<file path="config.mk">
export PLATFORM = sky130hd
export DESIGN_NAME = tpu_aclr_release_seq
export DESIGN_NICKNAME = d
export VERILOG_FILES = /design/src/rtl/tpu_rst_pkg.sv /design/src/rtl/aclr_sync.sv /design/src/rtl/tpu_aclr_release_seq.sv
export SDC_FILE = /design/constraint.sdc
export NUM_CORES = 1
export LEC_CHECK = 0
export ABC_AREA = 1
export CAP_MARGIN = 20
export CORE_MARGIN = 10
export CORE_UTILIZATION = 50
export CTS_CLUSTER_SIZE = 8
export DETAILED_ROUTE_END_ITERATION = 16
export GPL_TIMING_DRIVEN = 0
export PLACE_DENSITY = 0.8
export SLEW_MARGIN = 40
export SYNTH_ARGS = -nofsm -noshare
export SYNTH_HDL_FRONTEND = slang
export SYNTH_SLANG_ARGS = --single-unit
</file>
<file path="constraint.sdc">
create_clock -name clk -period 1.35 [get_ports clk]
set_input_delay 0.2025 -clock clk [delete_from_list [all_inputs] [get_ports clk]]
set_output_delay 0.2025 -clock clk [all_outputs]
set_load 0.01 [all_outputs]
</file>
<file path="src/rtl/tpu_rst_pkg.sv">
// tpu_rst_pkg: shared state encoding, default parameters and counter-width helper for the aclr release sequencer
package tpu_rst_pkg;
  typedef enum logic [1:0] {S_SYNC, S_HOLD, S_GAP, S_DONE} rst_seq_state_t;
  localparam int DEF_NUM_STAGES = 4;
  localparam int DEF_SYNC_DEPTH = 2;
  localparam int DEF_HOLD_CYCLES = 16;
  localparam int DEF_GAP_CYCLES = 4;
  localparam int DEF_CNT_WIDTH = 8;
  function automatic int cnt_w(input int n);
    return (n > 1) ? $clog2(n) : 1;
  endfunction
endpackage

</file>
<file path="src/rtl/aclr_sync.sv">
// aclr_sync: release synchroniser for aclr; the sequencer's state register is its final stage, so the first count starts SYNC_DEPTH edges after release
module aclr_sync #(
  parameter int SYNC_DEPTH = 2
) (
  input  logic clk,
  input  logic aclr,
  output logic rel_sync
);
  localparam int N = SYNC_DEPTH - 1;
  logic [N-1:0] r_chain;
  // shift ones in once aclr has been released
  always_ff @(posedge clk or posedge aclr)
    if (aclr) r_chain <= '0;
    else r_chain <= (r_chain << 1) | N'(1);
  assign rel_sync = r_chain[N-1];
endmodule

</file>
<file path="src/rtl/tpu_aclr_release_seq.sv">
// tpu_aclr_release_seq: staged per-stage aclr release sequencer; ACLR_SEQ_CNT_EN adds a saturating soft-reset event counter
module tpu_aclr_release_seq
  import tpu_rst_pkg::*;
#(
  parameter int NUM_STAGES = DEF_NUM_STAGES,
  parameter int SYNC_DEPTH = DEF_SYNC_DEPTH,
  parameter int HOLD_CYCLES = DEF_HOLD_CYCLES,
  parameter int GAP_CYCLES = DEF_GAP_CYCLES
`ifdef ACLR_SEQ_CNT_EN
  , parameter int CNT_WIDTH = DEF_CNT_WIDTH
`endif
) (
  input  logic                  clk,
  input  logic                  aclr,
  input  logic                  soft_rst_req,
  output logic [NUM_STAGES-1:0] aclr_out,
  output logic                  rst_busy,
  output logic                  rst_done
`ifdef ACLR_SEQ_CNT_EN
  , output logic [CNT_WIDTH-1:0] rst_event_cnt
`endif
);
  localparam int HW = cnt_w(HOLD_CYCLES);
  localparam int GW = cnt_w(GAP_CYCLES);
  localparam int SW = cnt_w(NUM_STAGES);
  rst_seq_state_t r_state, w_state_nxt;
  logic [HW-1:0] r_hold_cnt, w_hold_nxt;
  logic [GW-1:0] r_gap_cnt, w_gap_nxt;
  logic [SW-1:0] r_stg_idx, w_idx_nxt;
  logic [NUM_STAGES-1:0] r_aclr_out, w_aclr_nxt;
  logic w_rel_sync, w_soft_acc;
  aclr_sync #(.SYNC_DEPTH(SYNC_DEPTH)) u_sync (
    .clk      (clk),
    .aclr     (aclr),
    .rel_sync (w_rel_sync)
  );
  assign w_soft_acc = (r_state == S_DONE) && soft_rst_req;
  // next state, hold/gap countdowns and in-order stage release
  always_comb begin
    w_state_nxt = r_state;
    w_hold_nxt = r_hold_cnt;
    w_gap_nxt = r_gap_cnt;
    w_idx_nxt = r_stg_idx;
    w_aclr_nxt = r_aclr_out;
    case (r_state)
      S_SYNC: if (w_rel_sync) begin
        w_state_nxt = S_HOLD;
        w_hold_nxt = HW'(HOLD_CYCLES - 1);
      end
      S_HOLD: if (r_hold_cnt != '0) w_hold_nxt = r_hold_cnt - HW'(1);
      else begin
        w_aclr_nxt[0] = 1'b0;
        w_state_nxt = (NUM_STAGES == 1) ? S_DONE : S_GAP;
        w_idx_nxt = SW'(1);
        w_gap_nxt = GW'(GAP_CYCLES - 1);
      end
      S_GAP: if (r_gap_cnt != '0) w_gap_nxt = r_gap_cnt - GW'(1);
      else begin
        w_aclr_nxt[r_stg_idx] = 1'b0;
        w_state_nxt = (r_stg_idx == SW'(NUM_STAGES - 1)) ? S_DONE : S_GAP;
        w_idx_nxt = r_stg_idx + SW'(1);
        w_gap_nxt = GW'(GAP_CYCLES - 1);
      end
      default: if (w_soft_acc) begin
        w_aclr_nxt = '1;
        w_state_nxt = S_HOLD;
        w_hold_nxt = HW'(HOLD_CYCLES - 1);
      end
    endcase
  end
  // sequencer registers; aclr forces every stage back into reset immediately
  always_ff @(posedge clk or posedge aclr)
    if (aclr) begin
      r_state <= S_SYNC;
      r_hold_cnt <= '0;
      r_gap_cnt <= '0;
      r_stg_idx <= '0;
      r_aclr_out <= '1;
    end else begin
      r_state <= w_state_nxt;
      r_hold_cnt <= w_hold_nxt;
      r_gap_cnt <= w_gap_nxt;
      r_stg_idx <= w_idx_nxt;
      r_aclr_out <= w_aclr_nxt;
    end
  assign aclr_out = r_aclr_out;
  assign rst_busy = |r_aclr_out;
  assign rst_done = ~rst_busy;
`ifdef ACLR_SEQ_CNT_EN
  logic [CNT_WIDTH-1:0] r_event_cnt;
  // count accepted soft resets, saturating; only aclr clears it
  always_ff @(posedge clk or posedge aclr)
    if (aclr) r_event_cnt <= '0;
    else if (w_soft_acc && r_event_cnt != '1) r_event_cnt <= r_event_cnt + CNT_WIDTH'(1);
  assign rst_event_cnt = r_event_cnt;
`endif
endmodule

</file>
== Word level (Yosys, flattened, before mapping) ==
Index checks and enable logic that the tools add are counted.
Word-level totals
  register bits after elaboration: 15
  bits in latches: 0
  RAM bits: 0
  ROM bits: 0
  bits of input ports: 3
  output and inout port bits: 6
  logic and storage cells: 66
  memories: 0
Cells by class
  add/subtract/negate cells: 3
  $mul: 0
  divide/modulo/power cells: 0
  magnitude comparators: 2
  equal/unequal tests: 8
  shift operators: 0
  mux-type cells: 22
  bitwise operators: 6
  reduce and logical (&&, ||, !) cells: 18
Operator list (count)
  two-way mux 2 bit: 8
  two-way mux 4 bit: 4
  case mux 4 bit (3 select lines): 1
  AND reduction 4 bit: 3
  case mux 2 bit (2 select lines): 2
  nonzero test 4 bit: 2
  equality test 2 bit, second input constant: 3
  inequality test 2 bit, second input constant: 3
  case mux 2 bit (3 select lines): 1
  case mux 3 bit (2 select lines): 1
  AND reduction 3 bit: 2
  nonzero test 2 bit: 3
  nonzero test 3 bit: 2
  bitwise AND 4 bit: 1
  inverter 1 bit: 4
  inverter 4 bit: 1
  OR reduction 4 bit: 1
  subtractor 4 x 1 -> 4 bit, second input constant: 1
  less-than comparator 2 x 3 -> 1 bit, second input constant: 1
  two-way mux 1 bit: 3
  case mux 1 bit (3 select lines): 1
  adder 2 x 1 -> 2 bit, second input constant: 1
  demux 1 bit (select 2 bit): 1
  equality test 2 x 1 -> 1 bit, second input constant: 1
  7 further kinds: 8

== Logic depth before layout (Yosys ltp) ==
  depth in word-level cells: 8
  mapped depth: 9
  mapped depth without buffers: 9

== Cells and area by module ==
A second synthesis with hierarchy kept.
Unflattened totals
  cell total of the unflattened synthesis: 129
  area, all modules: 965.9 sq um
By module, submodules not included
  tpu_aclr_release_seq: instances 1, cells an instance 126, area an instance 933.4 sq um, sequential area each 355.3 sq um
  aclr_sync: instances 1, cells an instance 3, area an instance 32.5 sq um, sequential area each 25.0 sq um

== Worst setup path before layout ==
Ideal clock, no wire load.
  path type: reg-to-reg
  start point: register r_state[1]
  end point: register r_hold_cnt[2]
  library setup time: 0.116 ns
  arrival: 1.186 ns
  required time: 1.234 ns
  setup slack: 0.048 ns
  cell stages (with the launch flop): 10
  path buffers: 1
  period minus slack after synthesis: 1.302 ns
  path through: dfrtp_1 -> inv_1 -> ha_1 -> buf_4 -> nor2_4 -> nand2_1 -> nand2_1 -> nor2_2 -> nand2_1 -> nand2_1
On the way
  longest elaborated chain between the ends: 4
  elaborated cells on any way between the ends: 11
  those cells by class: 5 x eq/ne; 1 x mux; 1 x bitwise; 4 x reduce/logical
RTL lines
  from (decl): line tpu_aclr_release_seq.sv:26  | rst_seq_state_t r_state, w_state_nxt;
  from (signal assigned): line tpu_aclr_release_seq.sv:80  | r_state <= w_state_nxt;
  equality test 2 bit: line tpu_aclr_release_seq.sv:37  | assign w_soft_acc = (r_state == S_DONE) && soft_rst_req;
  logical AND 1 bit: line tpu_aclr_release_seq.sv:37
  nonzero test 3 bit (no line)
  AND reduction 4 bit (no line)
  to (signal assigned): line tpu_aclr_release_seq.sv:81  | r_hold_cnt <= w_hold_nxt;
  to (decl): line tpu_aclr_release_seq.sv:27  | logic [HW-1:0] r_hold_cnt, w_hold_nxt;
Parallel ways exist; a longest one is shown, timed or not.
A chain may end at the register's enable or synchronous reset.

== Final worst setup path ==
  start point: register r_state[0]
  end point: register r_aclr_out[0], in the netlist aclr_out[0]
On the way
  longest elaborated chain between the ends: 4
  elaborated cells on any way between the ends: 11
  those cells by class: 5 x eq/ne; 1 x mux; 1 x bitwise; 4 x reduce/logical
RTL lines
  equality test 2 bit: line tpu_aclr_release_seq.sv:37
  logical AND 1 bit: line tpu_aclr_release_seq.sv:37
  nonzero test 3 bit (no line)
  AND reduction 4 bit (no line)
  to (signal assigned): line tpu_aclr_release_seq.sv:84  | r_aclr_out <= w_aclr_nxt;
  to (decl): line tpu_aclr_release_seq.sv:30  | logic [NUM_STAGES-1:0] r_aclr_out, w_aclr_nxt;
Parallel ways exist; a longest one is shown, timed or not.

==> flow_summary.ini <==
[run_status]
status = completed

[worst_setup_path]
path_max_fanout = 4
slowest_stage = dfrtp_2
cp_data_required_time_ps = 1600
cpLargestDelayFamily = simple AND/OR/NAND/NOR gates
critPathMaxStageDelay_ps = 470
crit_arrival_ps = 1590
critPathCaptureType = flop
start_kind = flop
crit_path_cell_trace = buf_6, ha_4, nand2_2, nand2_2, nand2_1, nand2_2, nand3_1, nand2_1, nand2_1
worst-setup-path-type = flop to flop
path_buf_inv = 1

[synthesis]
yosys_warnings = 0
synth_nets = 143
synthCells = 130
synthXorXnorAreaFrac_pct = 0
synth_top_cell_area_share_pct = 28.4
synth-seq-cells = 15
yosys-top-cells-area = dfrtp_1, nand2_1, ha_1
synthMuxAreaShare_pct = 0
synthSimpleGateAreaFrac_pct = 35.0
synth_top_family_by_area = simple AND/OR/NAND/NOR gates
ys_types = 19
ys_seq_area_share_pct = 39.2
synth_compound_area_share_pct = 3.61
synthAdderAreaFrac_pct = 12.9
syn_avg_cell_area_um2 = 7.46
netlist_area_um2 = 970
yosysTopAreaCell = dfrtp_1

[sta]
relSlewSlack_pct = 62.1
holdWs_ps = 249
finalSetupViolCount = 0
fin_crit_ps = 1340
hold_viol = 0
rsz0062_at_grt = yes
drv_slew = 0
skew_ps = 3.82
timing.final.crit_share_pct = 99.6
worst_slew_pin_slew_ps = 567
fmax_mhz = 744

[cts]
cts_root_buf = clkbuf_4
cts_max_level = 1
cts_sinks = 15
numCtsBuffers = 3
clock_latency_ps = 300
clockBufferDepth = 2
hold_buffers = 0
cts_tree = yes
cts.clk_slew.worst_paths_ps = 90

[placed_design]
dp_cells = 163
gp_congestion = 0.768
portBuffers = 8
dp_hpwl_um = 1450

[drt]
vias = 938
drcViolationCount = 0
wl_per_cell_um = 14.3
drt_first_pass_iters = 4
viasPerCell = 5.24
first_iter_violations = 59
drtAntennaViolNets = 0
wl_um = 2570

[finish]
final_layout_size_suffix_gt1_share_pct = 34.4
n_antenna_cell = 0
fillers = 127
final_cells = 179
nNetsFinal = 168
area_growth_syn_to_layout_pct = 36.9

[min_path]
hold_class = input port to asynchronous set/reset pin

[power_and_ir_drop]
cellLeakagePower_uw = 0.000670
peakVddDrop_v = 0.00165
powerDensity_nw_per_um2 = 2740

[run]
max-cap-violations = 0

[floorplan]
dieHeight_um = 64.0
rows = 15
die_w_um = 64.0
pin_count = 9
initial_core_util_pct = 54.4
core_um2 = 1780
dieArea_um2 = 4100

[global_route]
grt-ovfl-total = 0
grt_pass1_vias = 856
grt_max_degree = 16
antenna_found_initial = 0
grt_pass1_wl_um = 3560
grt_usage_pct = 10.8
[sequential cells by signal, indices dropped and copies added (netlist names)]
| signal | flops |
|---|---|
| u_sync.rel_sync | 1 |
| r_state | 2 |
| r_hold_cnt | 4 |
| r_gap_cnt | 2 |
| aclr_out | 4 |
| r_stg_idx | 2 |
[report_power, final]
part | leakage, µW | internal, µW | switching (µW) | total [µW]
combinational | 0.000484 | 1040 | 1400 | 2450
sequential | 0.000170 | 719 | 191 | 910
clock | 0.0000150 | 115 | 162 | 277
total | 0.000670 | 1880 | 1760 | 3630
[final timing paths]
| kind | slack (ps) | end | cells past startpoint | start |
|---|---|---|---|---|
| max | 6 | aclr_out[0] | 9 | r_state[0] |
| max in group asynchronous | 700 | r_state[0] | 2 | aclr |
| max reg2reg | 6 | aclr_out[0] | 9 | r_state[0] |
| min in group clk | 480 | r_gap_cnt[1] | 2 | r_gap_cnt[1] |
| min reg2reg | 480 | r_gap_cnt[1] | 2 | r_gap_cnt[1] |
| min | 250 | r_hold_cnt[3] | 2 | aclr |
[cell usage after synthesis (all sizes together)]
master and instances:
dfrtp 11, dfstp 4, ha 10, nand4 6, nor2 6, o21ai 6
nand3 12, conb 1, inv 21, nand2 50, or2 1, a21oi 1
buf 1
[per-layer routing]
layer / part of all wire (%) / global-route usage (%) / wire length [µm] / up-vias
met5: 0 / 0 / 0 / -
met4: 3.2 / 8.47 / 83 / 0
met2: 51 / 19.0 / 1320 / 30
met1: 40 / 10.0 / 1030 / 448
li1: - / - / - / 451
met3: 5.3 / 3.48 / 136 / 9
[kinds of logic after synthesis]
logic type / after synthesis
other: 1
AO/OA/AOI/OAI: 7
AND/OR/NAND/NOR: 75
adder cells (fa/ha/maj): 10
flip-flops: 15
buffers and inverters: 22
[metrics by stage]
| step | instance area [µm²] | setup slack, ps | util [%] | total power (µW) | setup TNS, ps |
|---|---|---|---|---|---|
| after floorplan | 970 | 47.7 | - | 2120 | 0 |
| after global placement | 1080 | -84.0 | 60.6 | 2460 | -587 |
| after detailed placement | 1080 | -129 | 60.6 | 2550 | -1160 |
| after CTS | 1180 | 3.63 | 66.0 | 3050 | 0 |
| after global routing | 1330 | -62.5 | 74.5 | 3910 | -393 |
| final | 1330 | 5.78 | 74.5 | 3630 | 0 |
[layout make-up]
cell class / count / area, µm² / area share [%]
sequential: 15 / 382 / 28.7
inverter: 21 / 83.8 / 6.31
timing repair buffer: 21 / 179 / 13.5
multi-input combinational: 93 / 626 / 47.1
tap: 25 / 31.3 / 2.36
clock buffer: 4 / 26.3 / 1.98
[timing repair]
item	in CTS	in global routing
cloned	0	0
gates resized for setup	29	24
buffers inserted	4	9
hold endpoints to repair	0	0
setup endpoints to repair	20	14
pin swaps	2	14
[worst register-to-register path, stage by stage, from the launching register on]
cell and delay (ps):
dfrtp_2 470, buf_6 140, ha_4 150, nand2_2 110
nand2_2 90, nand2_1 90, nand2_2 60, nand3_1 70
nand2_1 50, nand2_1 60
[cells in the final DEF (no fill, tap or decap)]
cell type / n
clkbuf_4: 3
inv_2: 5
clkbuf_1: 1
nand3_1: 8
inv_1: 14
or2_2: 1
inv_4: 2
nand2_2: 5
dfrtp_2: 1
dfstp_2: 4
dfrtp_1: 10
buf_2: 3
buf_6: 2
ha_4: 5
nand2_1: 42
buf_4: 10
nor2_4: 2
o21ai_1: 4
nand3_2: 4
a21oi_4: 1
dlygate4sd2_1: 3
nor2_1: 4
nand4_1: 6
clkdlybuf4s50_1: 2
buf_12: 1
ha_1: 5
o21ai_2: 1
o21ai_0: 1
conb_1: 1
nand2_4: 3
No activity file was read; power rests on OpenSTA's default activity.
